## config.mk

```make
export PLATFORM = sky130hd
export DESIGN_NAME = ps2_rx
export DESIGN_NICKNAME = d
export VERILOG_FILES = /design/src/rtl/ps2_pkg.sv /design/src/rtl/ps2_rx_fifo.sv /design/src/rtl/ps2_rx.sv
export SDC_FILE = /design/constraint.sdc
export NUM_CORES = 1
export LEC_CHECK = 0
export CORE_AREA = 2 2 81 83
export CTS_CLUSTER_SIZE = 10
export DETAILED_ROUTE_END_ITERATION = 8
export DIE_AREA = 0 0 83 85
export GPL_TIMING_DRIVEN = 0
export PLACE_DENSITY_LB_ADDON = 0.25
export SYNTH_ARGS = -nofsm -noshare
export SYNTH_HDL_FRONTEND = slang
export SYNTH_SLANG_ARGS = --single-unit
```

## constraint.sdc

```tcl
create_clock -name CK -period 3.24 [get_ports CK]
set_input_delay 0.486 -clock CK [delete_from_list [all_inputs] [get_ports CK]]
set_output_delay 0.486 -clock CK [all_outputs]
set_load 0.1 [all_outputs]
```

## src/rtl/ps2_pkg.sv

```systemverilog
// Shared types, frame constants and parity helper for the PS/2 receiver.
package ps2_pkg;

  typedef enum logic [1:0] {
    IDLE   = 2'd0,
    DATA   = 2'd1,
    PARITY = 2'd2,
    STOP   = 2'd3
  } ps2_state_t;

  localparam int   PS2_DATA_BITS = 8;
  localparam logic PS2_START     = 1'b0;
  localparam logic PS2_STOP      = 1'b1;

  // PS/2 uses odd parity over the data byte plus the parity bit.
  function automatic logic odd_parity_ok(input logic [PS2_DATA_BITS-1:0] data,
                                         input logic                     par);
    return ^{data, par};
  endfunction

endpackage

```

## src/rtl/ps2_rx_fifo.sv

```systemverilog
// Synchronous FIFO with first-word-fall-through output and an overflow pulse.
module ps2_rx_fifo #(
  parameter int WIDTH = 8,
  parameter int DEPTH = 4
) (
  input  logic             CK,
  input  logic             RSTN,
  input  logic             i_push,
  input  logic [WIDTH-1:0] i_data,
  input  logic             i_pop,
  output logic [WIDTH-1:0] o_data,
  output logic             o_full,
  output logic             o_empty,
  output logic             o_overflow
);

  localparam int AW = $clog2(DEPTH);

  logic [WIDTH-1:0] r_mem [DEPTH];
  logic [AW:0]      r_wr_ptr;
  logic [AW:0]      r_rd_ptr;
  logic             r_overflow;
  logic             w_do_push;
  logic             w_do_pop;

  assign o_empty    = (r_wr_ptr == r_rd_ptr);
  assign o_full     = (r_wr_ptr[AW] != r_rd_ptr[AW]) &&
                      (r_wr_ptr[AW-1:0] == r_rd_ptr[AW-1:0]);
  assign w_do_pop   = i_pop && !o_empty;
  // A pop in the same cycle frees the slot, so a push while full is still taken.
  assign w_do_push  = i_push && (!o_full || w_do_pop);
  assign o_data     = r_mem[r_rd_ptr[AW-1:0]];
  assign o_overflow = r_overflow;

  always_ff @(posedge CK or negedge RSTN) begin
    if (!RSTN) begin
      for (int i = 0; i < DEPTH; i++) r_mem[i] <= '0;
      r_wr_ptr   <= '0;
      r_rd_ptr   <= '0;
      r_overflow <= 1'b0;
    end else begin
      r_overflow <= i_push && !w_do_push;
      if (w_do_push) begin
        r_mem[r_wr_ptr[AW-1:0]] <= i_data;
        r_wr_ptr                <= r_wr_ptr + 1'b1;
      end
      if (w_do_pop) r_rd_ptr <= r_rd_ptr + 1'b1;
    end
  end

endmodule

```

## src/rtl/ps2_rx.sv

```systemverilog
// PS/2 device-to-host receiver: pin sync, clock de-glitch, frame check, byte FIFO.
// state  | meaning
// IDLE   | waiting for a start bit
// DATA   | shifting in 8 data bits, LSB first
// PARITY | capturing the parity bit
// STOP   | checking the stop bit, pushing a good byte
module ps2_rx
  import ps2_pkg::*;
#(
  parameter int CLK_HZ     = 50000000,
  parameter int TIMEOUT_US = 2000,
  parameter int FILTER_LEN = 8,
  parameter int FIFO_DEPTH = 4
) (
  input  logic       CK,
  input  logic       RSTN,
  input  logic       Ps2Ck,
  input  logic       Ps2Dat,
  output logic [7:0] RxData,
  output logic       RxValid,
  input  logic       RxReady,
  output logic       ParityErr,
  output logic       FrameErr,
  output logic       Overflow,
  output logic       Busy
);

  localparam int TIMEOUT_CYC = CLK_HZ / 1000000 * TIMEOUT_US;
  localparam int TW          = $clog2(TIMEOUT_CYC + 1);
  localparam int FW          = (FILTER_LEN > 1) ? $clog2(FILTER_LEN) : 1;

  logic                     r_ck_s1, r_ck_s2, r_dat_s1, r_dat_s2;
  logic                     r_fck, r_fck_d;
  logic [FW-1:0]            r_flt_cnt;
  ps2_state_t               r_state;
  logic [2:0]               r_bit_cnt;
  logic [PS2_DATA_BITS-1:0] r_shift;
  logic                     r_par;
  logic [TW-1:0]            r_tmo;
  logic                     r_parity_err, r_frame_err;
  logic                     w_fall, w_timeout, w_push, w_empty, w_full;

  always_ff @(posedge CK or negedge RSTN) begin
    if (!RSTN) begin
      r_ck_s1   <= 1'b1;
      r_ck_s2   <= 1'b1;
      r_dat_s1  <= 1'b1;
      r_dat_s2  <= 1'b1;
      r_fck     <= 1'b1;
      r_fck_d   <= 1'b1;
      r_flt_cnt <= FW'(FILTER_LEN - 1);
    end else begin
      r_ck_s1  <= Ps2Ck;
      r_ck_s2  <= r_ck_s1;
      r_dat_s1 <= Ps2Dat;
      r_dat_s2 <= r_dat_s1;
      r_fck_d  <= r_fck;
      // Any return to the accepted level restarts the stability window.
      if (r_ck_s2 == r_fck) begin
        r_flt_cnt <= FW'(FILTER_LEN - 1);
      end else if (r_flt_cnt == '0) begin
        r_fck     <= r_ck_s2;
        r_flt_cnt <= FW'(FILTER_LEN - 1);
      end else begin
        r_flt_cnt <= r_flt_cnt - 1'b1;
      end
    end
  end

  assign w_fall    = r_fck_d && !r_fck;
  assign w_timeout = (r_state != IDLE) && (r_tmo == TW'(TIMEOUT_CYC));
  assign w_push    = (r_state == STOP) && w_fall && !w_timeout &&
                     (r_dat_s2 == PS2_STOP) && odd_parity_ok(r_shift, r_par);

  always_ff @(posedge CK or negedge RSTN) begin
    if (!RSTN)                          r_tmo <= '0;
    else if (r_state == IDLE || w_fall) r_tmo <= '0;
    else if (!w_timeout)                r_tmo <= r_tmo + 1'b1;
  end

  always_ff @(posedge CK or negedge RSTN) begin
    if (!RSTN) begin
      r_state      <= IDLE;
      r_bit_cnt    <= '0;
      r_shift      <= '0;
      r_par        <= 1'b0;
      r_parity_err <= 1'b0;
      r_frame_err  <= 1'b0;
    end else begin
      r_parity_err <= 1'b0;
      r_frame_err  <= 1'b0;
      if (w_timeout) begin
        r_state     <= IDLE;
        r_frame_err <= 1'b1;
      end else if (w_fall) begin
        case (r_state)
          IDLE: begin
            if (r_dat_s2 == PS2_START) begin
              r_state   <= DATA;
              r_bit_cnt <= '0;
            end else begin
              r_frame_err <= 1'b1;
            end
          end
          DATA: begin
            r_shift <= {r_dat_s2, r_shift[PS2_DATA_BITS-1:1]};
            if (r_bit_cnt == 3'(PS2_DATA_BITS - 1)) r_state <= PARITY;
            else                                    r_bit_cnt <= r_bit_cnt + 1'b1;
          end
          PARITY: begin
            r_par   <= r_dat_s2;
            r_state <= STOP;
          end
          STOP: begin
            // A bad stop bit masks a parity error on the same frame.
            if (r_dat_s2 != PS2_STOP)                r_frame_err  <= 1'b1;
            else if (!odd_parity_ok(r_shift, r_par)) r_parity_err <= 1'b1;
            r_state <= IDLE;
          end
          default: r_state <= IDLE;
        endcase
      end
    end
  end

  ps2_rx_fifo #(
    .WIDTH (PS2_DATA_BITS),
    .DEPTH (FIFO_DEPTH)
  ) u_fifo (
    .CK         (CK),
    .RSTN       (RSTN),
    .i_push     (w_push),
    .i_data     (r_shift),
    .i_pop      (RxReady),
    .o_data     (RxData),
    .o_full     (w_full),
    .o_empty    (w_empty),
    .o_overflow (Overflow)
  );

  assign RxValid   = !w_empty;
  assign ParityErr = r_parity_err;
  assign FrameErr  = r_frame_err;
  assign Busy      = (r_state != IDLE);

endmodule

```

### Word level (Yosys, flattened, before mapping)

Cells that the tools add are included.
W data, S select, Z words.

* $add $sub $neg: 5
* magnitude comparators: 3
* equal/unequal tests: 14
* multiplexer cells: 28
* bitwise gates (word level): 4
* reductions and logical operators: 29

Operators with widths (count)
* $mux W17: 2
* $bwmux W32: 1
* $mux W8: 3
* $add A17 B1 Y17 const B: 1
* $eq A17 B17 Y1 const B: 1
* $bmux W8 S2: 1
* $demux W8 S2: 1
* $mux W3: 4
* $logic_and A1 B1 Y1: 11
* $add A3 B1 Y3 const B: 3
* $mux W1: 9
* $reduce_and A3 Y1: 3
* $reduce_xor A9 Y1: 1
* $mux W2: 4
* $pmux W2 S4: 1
* $ge A3 B3 Y1 const B: 2
* $ne A3 B3 Y1 const B: 2
* $not A2 Y3: 2
* $pmux W3 S2: 1
* $reduce_bool A2 Y1: 3
* $logic_not A1 Y1: 5
* $reduce_and A5 Y1: 1
* $eq A2 B2 Y1 const B: 2
* $ne A2 B2 Y1 const B: 2
* other kinds (15): 17

* register bits after elaboration: 81
* input port bits: 5
* logic and storage cells: 104

### Longest topological paths before layout

Gate-level depths: netlist (run 1).

* depth in word-level cells: 9
* gate-level depth with buffers: 8
* mapped depth without buffers: 7

### Hierarchy

Synthesis (run 1) repeated with hierarchy kept, for this count alone.

* cells, all modules: 303
* area total of the unflattened synthesis: 4038.9 um^2

Modules (own cells, without submodules)
* ps2_rx: instances 1, cells an instance 186, area an instance 2113.3 um^2
* ps2_rx_fifo: instances 1, cells an instance 117, area an instance 1925.6 um^2

### Least setup slack after synthesis (run 1)

OpenSTA, ideal clock, no wires.

* kind: register -> register
* start: register u_fifo.r_rd_ptr[1]
* end: register u_fifo.r_rd_ptr[1]
* arrival time: 2.040 ns
* data required time: 3.115 ns
* slack: 1.075 ns
* cell stages (with the launch flop): 7
* path buffers: 1
* clock period less this slack: 2.165 ns
* path through: dfrtp_1 buf_2 xor2_1 nor2_1 nand2_1 nand2_1 mux2_2

* cells in the longest elaborated chain, start to end: 3

Ends and longest elaborated chain
* start: declaration: RTL line ps2_rx_fifo.sv:21 `logic [AW:0] r_rd_ptr;`
* start signal: assignment: RTL line ps2_rx_fifo.sv:47 `if (w_do_pop) r_rd_ptr <= r_rd_ptr + 1'b1;`
* $eq A3 B3 Y1: RTL line ps2_rx_fifo.sv:26 `assign o_empty = (r_wr_ptr == r_rd_ptr);`
* $logic_not A1 Y1
* named net RxValid: RTL line ps2_rx.sv:20 `output logic RxValid,`
* $logic_and A1 B1 Y1: RTL line ps2_rx_fifo.sv:29 `assign w_do_pop = i_pop && !o_empty;`

The timed path passes the listed nets, and every way through them passes these cells.
A chain may end at the register's enable or synchronous reset.

### Worst setup path after layout (run 1)

* start: register u_fifo.r_rd_ptr[1]
* end: output RxValid

* cells in the longest elaborated chain, start to end: 2

Ends and longest elaborated chain
* $eq A3 B3 Y1: RTL line ps2_rx_fifo.sv:26
* $logic_not A1 Y1: RTL line ps2_rx.sv:141 `assign RxValid = !w_empty;`
* end: declaration: RTL line ps2_rx.sv:20

Every way passes these cells.

==> metrics.md, run 1 <==
| Metric | Value |
|---|---|
| CP arrival | `2.56 ns` |
| Initial Util | `63.2%` |
| CTS Hold Buffers Added | `0` |
| Layout cells sized above 1 | `28.9%` |
| Post-layout util | `71.0%` |
| Worst R2R End | `u_fifo.r_mem[20]` |
| Die width | `83 µm` |
| Post-synthesis sequential area ratio | `51.9%` |
| Commonest cells after routing, fill and taps aside | `dfrtp_1, mux2_2, nand2_1` |
| Residual DRC | `0` |
| Cells on worst reg2reg path | `6` |
| CTS root buf | `clkbuf_8` |
| Worst slew pin tran | `approximately 0.97 ns` |
| RSZ-0062 raised after global routing | `no` |
| Synth Cell Area | `roughly 0.0039 mm²` |
| Final Wtd Congestion | `0.773` |
| Fin. Hold Viols | `0` |
| Critical path fanouts, max | `10` |
| Syn avg cell area | `13.2 µm²` |
| DRT Pass-1 Iters | `4` |
| Syn Nets | `between 300 and 400` |
| Type of the worst setup path | `register to output port` |
| Relative slew slack | `35.2%` |
| GRT Resource Usage Total | `20.4%` |
| Synth top area share | `45.9%` |
| Worst reg2reg path startpoint | `r_tmo[2]` |
| Vias in the first global route | `about 2,500` |
| Synth unique cells | `42` |
| Std-Cell Core Area | `roughly 0.0062 mm²` |
| Dpl cells | `393` |
| Vias | `2,350` |
| Pin count of the biggest net entering global routing | `43` |
| DP HPWL | `4480 µm` |
| I/O Buffers | `17` |
| Synth Instances | `298` |
| Hold Crit Class | `input port to async pin` |
| Pwr Density | `around 630 mW/mm²` |
| Startpoint Class | `register` |
| Die area | `0.00706 mm²` |
| CP Capture Type | `output port` |
| Total power | `2.75 mW` |
| First-pass GRT wire length | `11,300 µm` |
| Fraction of registers with async set/reset | `100%` |
| N_diodes | `0` |
| Reg clk slew, reported paths | `0.08 ns` |
| Clk_lat worst skew | `0.35 ns` |
| TritonCTS clock tree | `built` |
| Wire length per cell | `16.3 µm` |
| Final nets | `roughly 350` |
| Final Cycle Share | `93.9%` |
| Most common cell after layout, fill and taps aside | `dfrtp_1` |
| Endpoints failing setup | `0` |
| Post-CTS Resized | `0` |
| Synth Warn # | `0` |
| Peak Freq | `329 MHz` |
| Chip height | `85 µm` |
| CTS sink count | `81` |
| Post-synth top flop | `dfrtp_1` |
| Num CTS Buffers | `9` |
| Row cnt | `29` |
| Fin Clk Skew | `approximately 0.012 ns` |
| Area added between synthesis and finish | `12.2%` |
| WL final | `between 6000 and 7000 µm` |
| EDFF count, synth | `0` |
| Leakage power total | `2.00 nW` |
| Post-CTS Setup Bufs | `0` |
| Flops & latches, synth | `81` |
| R2R Setup Slk | `0.81 ns` |
| Critical Path RT | `2.75 ns` |
| Outcome | `finished clean` |
| Worst-case clock buffer depth | `2` |
| Initial antenna violation count | `0` |
| Max IR drop VDD | `roughly 0.00078 V` |
| Grt ovf | `0` |
| Drt via density | `5.75` |
| H-tree levels | `3` |
| Top cells by area in the synthesized netlist | `dfrtp_1, mux2_2, dfstp_2, ha_1, mux4_2` |
| Minimum clock period | `3.04 ns` |
| Synth area leader | `dfrtp_1` |
| Io pins | `18` |
| Final ANT Viol Nets | `0` |
| DRT iter0 DRCs | `96` |
| Max_cap viols | `0` |
| Max-slew violation count | `0` |
| Layout Cells excl Fill | `about 410` |
synth_stat cells, types with 2 or more instances:
cell type and n:
dfrtp_1 72, nand4_4 4, mux2i_1 2, nor4_1 5, nand3b_1 2, nand2_1 21
or3_1 2, nor3_1 6, or4b_1 2, buf_2 2, clkbuf_1 2, xor2_1 10
o31ai_1 3, o21ai_0 4, a21oi_1 5, nand2b_1 3, nand3_1 15, and2_1 2
nor4b_2 2, nand4_1 4, mux2_2 43, inv_1 9, a211oi_1 2, mux4_2 8
xnor2_1 15, dfstp_2 9, nor2_1 15, ha_1 15
metrics by stage:
stage / TNS, ns / area (µm²) / hold slack, ns / setup slack, ns
global placement: -79.53 / 4190 / 0.347 / -1.09
finish: 0 / 4400 / 0.106 / 0.199
floorplan: 0 / 3920 / 0.190 / 1.08
CTS: 0 / 4400 / 0.125 / 0.163
detailed placement: 0 / 4210 / 0.352 / 0.628
global route: 0 / 4400 / 0.160 / 0.0847
per-layer routing:
layer / vias up / track usage (%) / wire [µm]
met5: - / 0 / 0
met4: 0 / 8.94 / 114
met3: 13 / 3.89 / 173
met2: 30 / 33.1 / 3250
met1: 1190 / 27.2 / 3120
li1: 1117 / - / -
worst max-delay path by stage:
stage / slack [ns] / depth (start not counted) / to / start
floorplan: 1.08 / 6 / u_fifo.r_rd_ptr[1] / u_fifo.r_rd_ptr[1]
global placement: -1.09 / 1 / u_fifo.r_mem[19] / RSTN
detailed placement: 0.63 / 5 / RxValid / u_fifo.r_rd_ptr[0]
CTS: 0.16 / 5 / RxValid / u_fifo.r_rd_ptr[1]
global route: 0.08 / 5 / RxValid / u_fifo.r_rd_ptr[1]
finish: 0.20 / 5 / RxValid / u_fifo.r_rd_ptr[1]
power by group:
part / total (mW) / switching, mW / internal, mW
Sequential: 1.21 / 0.0870 / 1.12
Clock: 0.724 / 0.349 / 0.375
Combinational: 0.821 / 0.535 / 0.286
Total: 2.75 / 0.971 / 1.78
critical path, cell delays in order (launching register included):
cell             delay (ns)
dfrtp_1                0.34
buf_2                  0.28
xor2_1                 0.25
nor2_1                 0.08
nand2_1                0.12
clkdlybuf4s50_1        1.15
state kept, by name, summed over array words and instances (netlist names):
| register | count |
|---|---|
| r_ck_s1 | 1 |
| r_flt_cnt | 3 |
| r_par | 1 |
| FrameErr | 1 |
| r_state | 2 |
| r_ck_s2 | 1 |
| r_fck | 1 |
| r_fck_d | 1 |
| u_fifo.r_rd_ptr | 3 |
| r_bit_cnt | 3 |
| r_dat_s1 | 1 |
| u_fifo.r_wr_ptr | 3 |
| r_tmo | 17 |
| r_dat_s2 | 1 |
| ParityErr | 1 |
| u_fifo.o_overflow | 1 |
| r_shift | 8 |
| u_fifo.r_mem | 32 |
final cells by class:
class	count	area (µm²)
Timing Repair Buffer	18	188
Buffer	6	36.3
Fill cell	426	1800
Multi-Input combinational cell	202	1820
Clock inverter	5	55.1
Inverter	9	33.8
Sequential cell	81	2040
Clock buffer	11	141
Tap cell	77	96.3
cells by family (layout without fill, tap and decap cells):
kind of cell | after synthesis | after routing | synth area share (%)
AOI/OAI and AO/OA | 14 | 14 | 2.10
DFF | 81 | 81 | 51.9
muxes | 54 | 54 | 17.8
xor gates and xnor gates | 27 | 27 | 6.89
and+or+nand+nor | 92 | 92 | 14.7
adders and majority gates | 15 | 15 | 4.78
buffers and inverters | 15 | 49 | 1.79
No activity file was read; power rests on OpenSTA's default activity.
==> inputs of run 2 (changes only) <==
CORE_AREA = 4 4 83 85   (was 2 2 81 83)
DIE_AREA = 0 0 87 89   (was 0 0 83 85)
SLEW_MARGIN = 15   (was not set)
==> metrics.md, run 2 (same netlist as run 1, synthesis figures left out) <==
| Metric | Value |
|---|---|
| Drt via density | `5.73` |
| Endpoints failing setup | `0` |
| Outcome | `finished clean` |
| Final Wtd Congestion | `0.744` |
| TritonCTS clock tree | `built` |
| Initial Util | `63.2%` |
| DP HPWL | `4510 µm` |
| DRT iter0 DRCs | `about 100` |
| DRT Pass-1 Iters | `4` |
| First-pass GRT wire length | `11,700 µm` |
| Final Cycle Share | `93.7%` |
| FF+latch area | `just over 0.002 mm²` |
| CP Capture Type | `output port` |
| Top Registers | `u_fifo.r_mem (32), r_tmo (17), r_shift (8)` |
| Max_cap viols | `0` |
| Final ANT Viol Nets | `0` |
| Leakage power total | `between 2 and 2.5 nW` |
| RSZ-0062 raised after global routing | `no` |
| Area occupied by multi-input gates | `~0.0018 mm²` |
| Initial antenna violation count | `0` |
| Relative slew slack | `34.8%` |
| Most common cell after layout, fill and taps aside | `dfrtp_1` |
| Type of the worst setup path | `register to output port` |
| Worst slew pin tran | `0.975 ns` |
| Die width | `87 µm` |
| Hold Crit Class | `input port to async pin` |
| Area added between synthesis and finish | `13.2%` |
| Pin count of the biggest net entering global routing | `48` |
| CTS root buf | `clkbuf_8` |
| Post-CTS Resized | `0` |
| Post-CTS Setup Bufs | `0` |
| Critical Path RT | `around 2.8 ns` |
| N_diodes | `0` |
| GRT Resource Usage Total | `20.0%` |
| Clk_lat worst skew | `between 0.3 and 0.4 ns` |
| H-tree levels | `3` |
| WL final | `around 6700 µm` |
| Reg clk slew, reported paths | `roughly 0.080 ns` |
| Dpl cells | `393` |
| Commonest cells after routing, fill and taps aside | `dfrtp_1, mux2_2, nand2_1` |
| Fin. Hold Viols | `0` |
| Placed cell area | `0.00422 mm²` |
| Cells on worst reg2reg path | `6` |
| Num CTS Buffers | `9` |
| Design Area, Final | `0.00444 mm²` |
| Post-layout util | `between 70 and 80%` |
| Chip height | `89 µm` |
| Filler instances | `397` |
| Io pins | `18` |
| Vias in the first global route | `2,444` |
| Grt ovf | `0` |
| Pwr Density | `641 mW/mm²` |
| CP arrival | `2.55 ns` |
| Layout Cells excl Fill | `409` |
| Max-slew violation count | `0` |
| Vias | `2,344` |
| Peak Freq | `329 MHz` |
| Startpoint Class | `register` |
| CTS sink count | `81` |
| Critical path fanouts, max | `10` |
| Wire length per cell | `16.4 µm` |
| Minimum clock period | `around 3.0 ns` |
| Fin Clk Skew | `0.00765 ns` |
| Final nets | `347` |
| Top reg by flops | `u_fifo.r_mem` |
| Std-Cell Core Area | `roughly 0.0062 mm²` |
| Layout cells sized above 1 | `around 29%` |
| Row cnt | `29` |
| Die area | `0.00774 mm²` |
| I/O Buffers | `17` |
| Max reg flops | `32` |
| Worst-case clock buffer depth | `2` |
| Residual DRC | `0` |
| Max IR drop VDD | `0.000732 V` |
| CTS Hold Buffers Added | `0` |
[run 2: path summary, 6_finish.rpt]
kind                                     from          endpoint  slack [ns]
max                        u_fifo.r_rd_ptr[1]           RxValid        0.20
min                                      RSTN      r_bit_cnt[2]        0.08
max reg2reg                          r_tmo[2]  u_fifo.r_mem[13]        0.78
min reg2reg                          r_dat_s1          r_dat_s2        0.36
max in group asynchronous                RSTN  u_fifo.r_mem[29]        2.58
min in group CK                      r_dat_s1          r_dat_s2        0.36
[run 2: routing by layer]
| layer | vias to the layer above | track usage [%] | share of wire [%] |
|---|---|---|---|
| met5 | - | 0 | 0 |
| met3 | 9 | 4.42 | 2.3 |
| li1 | 1122 | - | - |
| met2 | 27 | 32.2 | 50 |
| met4 | 0 | 8.50 | 1.4 |
| met1 | 1186 | 26.5 | 46 |
[run 2: cell type report]
cell class                 instances  share of cell area, %
timing repair buffer              18                   4.39
multi-input combinational        202                   40.9
tap                               77                   2.17
inverter                           9                  0.761
clock inverter                     7                   2.31
clock buffer                       9                   2.79
buffer                             6                  0.817
sequential                        81                   45.9
[run 2: metrics by stage]
| stage | hold slack, ns | setup slack [ns] | setup TNS, ns | total power, mW |
|---|---|---|---|---|
| CTS | 0.0802 | 0.180 | 0 | 2.88 |
| detailed placement | 0.349 | 0.620 | 0 | 2.04 |
| global placement | 0.347 | -1.10 | -80.33 | 2.02 |
| finish | 0.0800 | 0.203 | 0 | 2.85 |
| floorplan | 0.190 | 1.08 | 0 | 1.85 |
| global route | 0.0817 | 0.0730 | 0 | 3.02 |
[run 2: critical path, stage by stage, from the launching register on]
cell and delay (ns):
dfrtp_1 0.36, buf_2 0.28, xor2_1 0.22, nor2_1 0.07, nand2_1 0.12, clkdlybuf4s50_1 1.15
[run 2: power by group]
group | total [mW] | internal (mW) | switching, mW | leakage [nW]
logic | 0.816 | 0.289 | 0.526 | 0.823
clock network | 0.821 | 0.443 | 0.378 | 0.116
registers | 1.21 | 1.12 | 0.0870 | 1.08
total | 2.85 | 1.86 | 0.991 | 2.02
==> inputs of run 3 (changes only) <==
CORE_AREA = 4 4 86 88   (was 4 4 83 85)
DIE_AREA = 0 0 90 92   (was 0 0 87 89)
==> metrics.md, run 3 (same netlist as run 1, synthesis figures left out) <==
| Metric | Value |
|---|---|
| Outcome | `finished clean` |
| Layout cells sized above 1 | `28.9%` |
| Worst slew pin tran | `between 0.9 and 1 ns` |
| Reg clk slew, reported paths | `approximately 0.08 ns` |
| Endpoints failing setup | `0` |
| Peak Freq | `333 MHz` |
| Int Pwr | `1.69 mW` |
| Initial antenna violation count | `0` |
| Worst R2R End | `u_fifo.r_mem[13]` |
| Die width | `90 µm` |
| Grt ovf | `0` |
| Vias in the first global route | `about 2,400` |
| FF+latch area | `0.00204 mm²` |
| DRT Pass-1 Iters | `4` |
| Final ANT Viol Nets | `0` |
| Type of the worst setup path | `register to output port` |
| Vias | `about 2,300` |
| Final Cycle Share | `92.6%` |
| WL final | `6570 µm` |
| Chip height | `around 90 µm` |
| DP HPWL | `roughly 4600 µm` |
| Pre-CTS setup slack | `around 0.62 ns` |
| Hold slack final | `0.108 ns` |
| Die area | `approximately 0.0083 mm²` |
| Post-CTS Resized | `0` |
| Row cnt | `30` |
| Hold Crit Class | `input port to async pin` |
| Max reg flops | `32` |
| Wire length per cell | `15.9 µm` |
| Post-CTS Setup Bufs | `0` |
| R2R Setup Slk | `0.77 ns` |
| First-pass GRT wire length | `11,400 µm` |
| Final Wtd Congestion | `0.803` |
| Drt via density | `5.68` |
| Fin. Hold Viols | `0` |
| Clock share of power | `25.0%` |
| Net Sw Frac | `approximately 37%` |
| Filler instances | `around 510` |
| Top reg by flops | `u_fifo.r_mem` |
| Max-slew violation count | `0` |
| Pin count of the biggest net entering global routing | `44` |
| TritonCTS clock tree | `built` |
| I/O Buffers | `17` |
| Max IR drop VDD | `0.000282 V` |
| Startpoint Class | `register` |
| Cells on worst reg2reg path | `6` |
| Flop pwr share | `45.0%` |
| Area occupied by multi-input gates | `0.00182 mm²` |
| Initial Util | `59.1%` |
| CTS root buf | `clkbuf_8` |
| Switching power | `about 0.99 mW` |
| GRT Resource Usage Total | `17.5%` |
| Clk_lat worst skew | `~0.36 ns` |
| Max_cap viols | `0` |
| CP Capture Type | `output port` |
| Worst-case clock buffer depth | `2` |
| Final nets | `347` |
| Commonest cells after routing, fill and taps aside | `dfrtp_1, mux2_2, nand2_1` |
| H-tree levels | `3` |
| Most common cell after layout, fill and taps aside | `dfrtp_1` |
| N_diodes | `0` |
| CP arrival | `2.51 ns` |
| Io pins | `18` |
| Std-Cell Core Area | `0.00664 mm²` |
| Final setup margin | `0.241 ns` |
| Fin Clk Skew | `0.0123 ns` |
| Num CTS Buffers | `9` |
| Worst reg2reg path startpoint | `r_tmo[2]` |
| Minimum clock period | `3.00 ns` |
| CTS Hold Buffers Added | `0` |
| Combinational power share | `30.0%` |
| Residual DRC | `0` |
| Area added between synthesis and finish | `11.8%` |
| Top Registers | `u_fifo.r_mem (32), r_tmo (17), r_shift (8)` |
| Pwr Density | `611 mW/mm²` |
| Critical Path RT | `2.75 ns` |
| Total power | `2.68 mW` |
| CTS sink count | `approximately 80` |
| DRT iter0 DRCs | `71` |
| Leakage power total | `between 1.5 and 2 nW` |
| RSZ-0062 raised after global routing | `no` |
| Relative slew slack | `between 30% and 40%` |
| Critical path fanouts, max | `10` |
==> run 3: worst max-delay path by stage <==
| stage | startpoint | end | slack (ns) | depth (start not counted) |
|---|---|---|---|---|
| 6_report | u_fifo.r_rd_ptr[1] | RxValid | 0.24 | 5 |
| 5_1_grt | u_fifo.r_rd_ptr[1] | RxValid | 0.11 | 5 |
| 4_1_cts | u_fifo.r_rd_ptr[1] | RxValid | 0.22 | 5 |
| 3_5_place_dp | u_fifo.r_rd_ptr[1] | RxValid | 0.62 | 5 |
| 3_3_place_gp | RSTN | u_fifo.r_mem[19] | -1.16 | 1 |
| 2_1_floorplan | u_fifo.r_rd_ptr[1] | u_fifo.r_rd_ptr[1] | 1.08 | 6 |
==> run 3: final cells by class <==
type                            count  area share [%]
Buffer                              6           0.827
Clock buffer                        9            2.82
Clock inverter                      7            1.20
Inverter                            9           0.770
Multi-Input combinational cell    202            41.4
Sequential cell                    81            46.4
Tap cell                           80            2.28
Timing Repair Buffer               18            4.28
==> run 3: stage by stage <==
stage	cell area, µm²	TNS, ns	instances	util (%)
finish	4390	0	412	66.0
global route	4390	0	412	66.0
CTS	4390	0	412	66.0
detailed placement	4210	0	396	63.4
global placement	4190	-85.54	395	63.1
floorplan	3920	0	298	-
==> run 3: metal layers <==
metal	share of wire (%)	track usage (%)
met5	0	0
met4	1.6	6.12
met3	3.3	5.82
met2	48	27.5
met1	47	23.0
==> run 3: worst max-delay path, stage by stage, from the launching register on <==
cell             delay, ns
dfrtp_1               0.35
buf_2                 0.27
xor2_1                0.22
nor2_1                0.07
nand2_1               0.10
clkdlybuf4s50_1       1.14
==> run 3: power by group through the flow <==
stage                     clock network, mW  registers (mW)  logic [mW]
after floorplan                           0            1.22       0.633
after global placement                    0            1.22       0.795
after detailed placement                  0            1.23       0.821
after CTS                             0.688            1.21       0.821
after global routing                  0.734            1.22       0.894
final                                 0.670            1.21       0.806
